## config.mk

```make
export PLATFORM = sky130hd
export DESIGN_NAME = axis_pkt_arbiter
export DESIGN_NICKNAME = d
export VERILOG_FILES = /design/src/rtl/axis_pkg.sv /design/src/rtl/rr_pick.sv /design/src/rtl/axis_pkt_arbiter.sv
export SDC_FILE = /design/constraint.sdc
export NUM_CORES = 1
export LEC_CHECK = 0
export CORE_MARGIN = 5
export CORE_UTILIZATION = 35
export CTS_CLUSTER_DIAMETER = 200
export DETAILED_ROUTE_END_ITERATION = 10
export PLACE_DENSITY = 0.7
export SLEW_MARGIN = 5
export SYNTH_ARGS = -nofsm -noshare
export SYNTH_HDL_FRONTEND = slang
export SYNTH_SLANG_ARGS = --single-unit
export TNS_END_PERCENT = 30
```

## constraint.sdc

```tcl
create_clock -name clk -period 4.5 [get_ports clk]
set_input_delay 0.45 -clock clk [delete_from_list [all_inputs] [get_ports clk]]
set_output_delay 0.45 -clock clk [all_outputs]
set_load 0.02 [all_outputs]
```

## src/rtl/axis_pkg.sv

```systemverilog
// Shared types and helpers for the AXI-Stream packet arbiter.
//   arb_state_e : arbiter FSM state encoding
//   rr_next()   : round-robin search, first requester after 'last' (mod n)
package axis_pkg;

   localparam int MAX_SRC = 4;

   typedef enum logic {
      IDLE = 1'b0,
      BUSY = 1'b1
   } arb_state_e;

   // Walks the offsets from the farthest to the nearest so the nearest
   // requester after 'last' is the one left in 'pick'. With no request the
   // previous grant is returned unchanged.
   function automatic int rr_next(input logic [MAX_SRC-1:0] req,
                                  input int                 last,
                                  input int                 n);
      int idx;
      int pick;
      pick = last;
      for (int k = MAX_SRC; k >= 1; k--) begin
         idx = last + k;
         if (idx >= n) idx = idx - n;
         if ((k <= n) && req[idx[1:0]]) pick = idx;
      end
      return pick;
   endfunction

endpackage

```

## src/rtl/rr_pick.sv

```systemverilog
// Combinational round-robin priority picker.
//   req     : request vector, one bit per source
//   last    : index of the most recently served source
//   grant   : next source to serve (first requester after 'last')
//   any_req : at least one request present
module rr_pick
   import axis_pkg::*;
#(
   parameter int N  = 2,
   parameter int IW = 1
) (
   input  logic [N-1:0]  req,
   input  logic [IW-1:0] last,
   output logic [IW-1:0] grant,
   output logic          any_req
);

   logic [MAX_SRC-1:0] req_ext;
   int                 pick;

   always_comb begin
      req_ext        = '0;
      req_ext[N-1:0] = req;
      pick           = rr_next(req_ext, int'(last), N);
      grant          = IW'(pick);
      any_req        = |req;
   end

endmodule

```

## src/rtl/axis_pkt_arbiter.sv

```systemverilog
// Packet-level round-robin arbiter sharing one AXI-Stream FIFO write port.
// A source keeps the grant for a whole packet; a packet longer than
// MAX_PKT_LEN beats gets a forced tlast and raises the sticky len_err.
//   clk, reset_n         : clock, async active-low reset
//   s_tdata/tvalid/tlast : per-source streams (source i at [i*DATA_W +: DATA_W])
//   s_tready             : per-source ready, only the granted source sees m_tready
//   m_tdata/tvalid/tlast : to FIFO input; m_tready from FIFO
//   fifo_w_en            : FIFO write enable, same as m_tvalid
//   grant_id, busy       : current owner of the port, valid while busy
//   len_err, len_err_clr : sticky forced-tlast flag and its synchronous clear
//
// state | meaning
// IDLE  | no packet locked; arbitrate among valid sources (one cycle)
// BUSY  | grant_id owns the port until a beat with m_tlast is accepted
module axis_pkt_arbiter
   import axis_pkg::*;
#(
   parameter  int NUM_SRC     = 2,
   parameter  int DATA_W      = 8,
   parameter  int MAX_PKT_LEN = 256,
   localparam int GW          = $clog2(NUM_SRC),
   localparam int CW          = $clog2(MAX_PKT_LEN)
) (
   input  logic                      clk,
   input  logic                      reset_n,
   input  logic [NUM_SRC*DATA_W-1:0] s_tdata,
   input  logic [NUM_SRC-1:0]        s_tvalid,
   input  logic [NUM_SRC-1:0]        s_tlast,
   output logic [NUM_SRC-1:0]        s_tready,
   output logic [DATA_W-1:0]         m_tdata,
   output logic                      m_tvalid,
   output logic                      m_tlast,
   input  logic                      m_tready,
   output logic                      fifo_w_en,
   output logic [GW-1:0]             grant_id,
   output logic                      busy,
   output logic                      len_err,
   input  logic                      len_err_clr
);

   localparam logic [CW-1:0] LEN_RELOAD = CW'(MAX_PKT_LEN - 1);

   arb_state_e    state_q, state_d;
   logic [GW-1:0] grant_q, grant_d;
   logic [GW-1:0] last_grant_q, last_grant_d;
   logic [CW-1:0] beats_left_q, beats_left_d;
   logic          len_err_q, len_err_d;
   logic [GW-1:0] pick_idx;
   logic          any_req;
   logic          beat_ok;
   logic          len_set;

   rr_pick #(
      .N  (NUM_SRC),
      .IW (GW)
   ) u_rr_pick (
      .req     (s_tvalid),
      .last    (last_grant_q),
      .grant   (pick_idx),
      .any_req (any_req)
   );

   // Outputs depend only on state_q, so reset forces them to zero at once.
   // beats_left counts down; reaching zero marks the last allowed beat.
   always_comb begin : datapath
      s_tready = '0;
      m_tdata  = '0;
      m_tvalid = 1'b0;
      m_tlast  = 1'b0;
      if (state_q == BUSY) begin
         m_tdata           = s_tdata[int'(grant_q)*DATA_W +: DATA_W];
         m_tvalid          = s_tvalid[grant_q];
         m_tlast           = s_tlast[grant_q] | (beats_left_q == '0);
         s_tready[grant_q] = m_tready;
      end
   end

   always_comb begin : next_state
      state_d      = state_q;
      grant_d      = grant_q;
      last_grant_d = last_grant_q;
      beats_left_d = beats_left_q;
      len_set      = 1'b0;
      beat_ok      = m_tvalid & m_tready;
      case (state_q)
         IDLE: begin
            if (any_req) begin
               grant_d = pick_idx;
               state_d = BUSY;
            end
         end
         BUSY: begin
            if (beat_ok) begin
               if (m_tlast) begin
                  state_d      = IDLE;
                  last_grant_d = grant_q;
                  beats_left_d = LEN_RELOAD;
                  // tlast came from the length limit, not from the source
                  len_set      = ~s_tlast[grant_q];
               end else begin
                  beats_left_d = beats_left_q - CW'(1);
               end
            end
         end
         default: state_d = IDLE;
      endcase
      len_err_d = len_set | (len_err_q & ~len_err_clr);
   end

   always_ff @(posedge clk or negedge reset_n) begin
      if (!reset_n) begin
         state_q      <= IDLE;
         grant_q      <= '0;
         last_grant_q <= GW'(NUM_SRC - 1);
         beats_left_q <= LEN_RELOAD;
         len_err_q    <= 1'b0;
      end else begin
         state_q      <= state_d;
         grant_q      <= grant_d;
         last_grant_q <= last_grant_d;
         beats_left_q <= beats_left_d;
         len_err_q    <= len_err_d;
      end
   end

   assign fifo_w_en = m_tvalid;
   assign grant_id  = grant_q;
   assign busy      = (state_q == BUSY);
   assign len_err   = len_err_q;

endmodule

```

==> results by group <==
Timing
  • Setup TNS: 0 ns
  • # setup viols final: 0
  • Unrepaired setup endpoints after global routing: false
  • Achievable Freq: 351 MHz
  • Worst relative slew slack: 58.3%
  • Worst-Margin Slew: 0.625 ns
  • Hold Violations, Final: 0
  • Fin crit period: 2.85 ns
  • Max Slew Vio Count: 0
  • Clock Skew: 0.00811 ns
  • Final worst-path cycle share: 63.3%

CTS
  • Post-CTS sizing: 0
  • CTS clock-pin slew for the worst setup and hold paths: 0.08 ns
  • CTS tree: built
  • Num Clock Sinks: 12
  • CTS H-tree depth: 1
  • Post-CTS setup buffer count: 0
  • Clk_lat worst skew: 0.28 ns
  • Post-CTS Hold Buffers: 0
  • CTS Root Cell: clkbuf_4
  • Clock Tree Buf Depth: 2
  • Num CTS Buffers: 3

Drt
  • Drt drc: 0
  • 1st-iter DRT viols: 10
  • Top routing layer in use: met4
  • DRT Pass-1 Iters: 4
  • Vias per cell: 5.12
  • Met2 wire len: 937 µm
  • M1 WL: 796 µm
  • WL/cell: 13.2 µm
  • Met3 routed WL: 301 µm
  • Routed Wire Length: 2070 µm
  • ANT nets after route: 0
  • Vias: 804

Outcome
  • Status: complete, no violations

Worst setup path
  • Worst setup SP type: flop
  • Reg-to-reg critical path endpoint: beats_left_q[0]
  • WS Path Type: reg2out
  • WP data required: 4.05 ns
  • Critical Path Max Stage Delay: 0.75 ns
  • Arrival time of the worst setup path: 2.40 ns
  • CP cell instances: mux2_4, a31oi_4, nor2_1, clkdlybuf4s50_1
  • Critical path fanouts, max: 15
  • CP max stage cell: dfrtp_1
  • Worst r2r src: grant_id
  • Reg2reg setup slack: 2.56 ns
  • R2R depth: 4
  • Critical path capture point type: primary output

Place
  • Post-DP HPWL: 1620 µm
  • RePlAce Congestion: 0.760
  • # port buffers: 39
  • Area after DPL: 1240 µm²

Power and ir drop
  • Total power: 614 µW
  • P_int: 362 µW
  • Switching power: 251 µW
  • Clock network fraction of design power: 11.7%
  • Seq pwr share: 32.0%
  • Peak VDD IR: 0.245 mV
  • PwrDens: 485 nW/µm²
  • Gate power share: 56.3%
  • Leakage: 0.000509 µW
  • Sw Share: 41.0%

Layout
  • Cell area after layout: 1270 µm²
  • Nets@finish: 156
  • Layout cell share with drive strength beyond 1: 15.5%
  • Area delta synth->final: 49.7%
  • # diodes: 0
  • FILL cells: 215

Synth
  • Yosys reg bits: 12
  • Sequential area share after synthesis: 36.8%
  • Avg Cell Area, Syn: 9.29 µm²
  • Netlist cell types: 28
  • YS warnings: 0
  • FFs w/ async S/R, synth: 100%
  • Synth Flop Type: dfstp_2
  • Cell Area, Synth: 846 µm²
  • Syn Inst Count: 91
  • Post-synthesis net count: 117
  • EDFF count, synth: 0

Floorplan
  • FP Rows: 17
  • Total core area: 2250 µm²
  • # IOs: 40
  • DIE AREA: 3500 µm²
  • Die Y: 59.2 µm
  • Initial core utilization: 37.5%
  • Die X: 59.2 µm

Global routing
  • Largest net degree at the start of global routing: 16
  • Initial antenna violation count: 0
  • Vias in the first global route: 878
  • Grt total ovfl: 0
  • First-pass GRT wire length: 3580 µm
  • Tot GR Track Use: 13.2%

Worst hold path
  • HP Class: in2async

Run
  • Max_cap viols: 0
-- metal layers --
layer | vias to the layer above | track usage [%]
li1 | 394 | -
met1 | 365 | 14.2
met2 | 40 | 22.1
met3 | 5 | 6.75
met4 | 0 | 4.85
met5 | - | 0
-- power by group through the flow --
stage                     Sequential, µW  Clock, µW  Combinational, µW
after floorplan                      181          0                231
after global placement               198          0                346
after detailed placement             198          0                349
after CTS                            197       74.3                351
after global routing                 204       81.8                378
final                                196       71.9                345
-- sequential cells by signal, indices dropped and copies added, names as in the netlist --
register / count
last_grant_q: 1
beats_left_q: 8
grant_id: 1
len_err: 1
busy: 1
-- area by class of cell --
cell class                      count  area (µm²)  area share (%)
Multi-Input combinational cell     69         484            38.2
Tap cell                           28        35.0            2.77
Timing Repair Buffer               39         390            30.8
Inverter                            5        18.8            1.48
Clock buffer                        4        26.3            2.08
Sequential cell                    12         312            24.6
-- synthesized netlist by cell type (2+ instances only) --
| library cell | n | area share (%) |
|---|---|---|
| dfstp_2 | 9 | 28 |
| mux2i_1 | 9 | 11 |
| nand3_1 | 3 | 1.8 |
| mux2_4 | 2 | 3.6 |
| o22a_1 | 6 | 6.2 |
| nand2_1 | 9 | 4.0 |
| a21oi_1 | 6 | 3.6 |
| inv_1 | 5 | 2.2 |
| nor2_1 | 16 | 7.1 |
| clkbuf_1 | 2 | 0.89 |
| nor3_1 | 3 | 1.8 |
| dfrtp_1 | 3 | 8.9 |
| ha_1 | 2 | 3.0 |
| or3_1 | 2 | 1.5 |
-- worst max-delay path by stage --
stage | start | endpoint | slack [ns] | depth (start not counted)
2_1_floorplan | grant_id | m_tdata[1] | 2.66 | 4
4_1_cts | grant_id | m_tlast | 1.63 | 4
3_5_place_dp | s_tlast[0] | m_tlast | 1.90 | 5
3_3_place_gp | s_tlast[0] | m_tlast | 1.92 | 5
6_report | grant_id | m_tlast | 1.65 | 4
5_1_grt | grant_id | m_tlast | 1.49 | 4
-- stage by stage --
step / utilization (%) / std cells / setup slack (ns) / hold WS (ns)
6_report: 56.2 / 157 / 1.65 / 0.519
3_5_place_dp: 55.0 / 153 / 1.90 / 0.521
4_1_cts: 56.2 / 157 / 1.63 / 0.533
5_1_grt: 56.2 / 157 / 1.49 / 0.551
2_1_floorplan: - / 91 / 2.66 / 0.154
3_3_place_gp: 55.0 / 153 / 1.92 / 0.511
-- worst max-delay path, delay by kind of cell, from the launching register on --
kind            cells  cell delay [ns]
flops               1             0.75
compound gates      1             0.34
mux                 1             0.37
buf+inv             1             0.56
simple gates        1             0.10
-- logic make-up after synthesis --
family	after synthesis	share of synthesized area [%]
flops	12	36.8
fa+ha+maj	2	2.96
buf+inv	10	5.92
mux	12	15.5
compound gates	16	15.5
simple gates	39	23.2
-- placed cells by master (no fill, tap or decap) --
cell / Yosys / layout
a32o_1: 1 / 1
nor2_2: 1 / 1
clkbuf_1: 2 / 1
nor3_1: 3 / 3
ha_1: 2 / 2
nand3_1: 3 / 3
mux2_4: 2 / 2
nor4_4: 1 / 1
nand2_1: 9 / 9
a2bb2oi_1: 1 / 1
or3_1: 2 / 2
mux2i_1: 9 / 9
o22a_1: 6 / 6
o32ai_1: 1 / 1
dfstp_2: 9 / 9
dfrtp_1: 3 / 3
nor2_1: 16 / 16
mux2_2: 1 / 1
inv_1: 5 / 5
or2_2: 1 / 1
or3b_1: 1 / 1
and3_1: 1 / 1
a21oi_1: 6 / 6
nand2_4: 1 / 1
clkbuf_4: 0 / 3
clkdlybuf4s50_1: 0 / 39
a31oi_4: 1 / 1
Note: power is estimated with default switching activity, not from simulation.
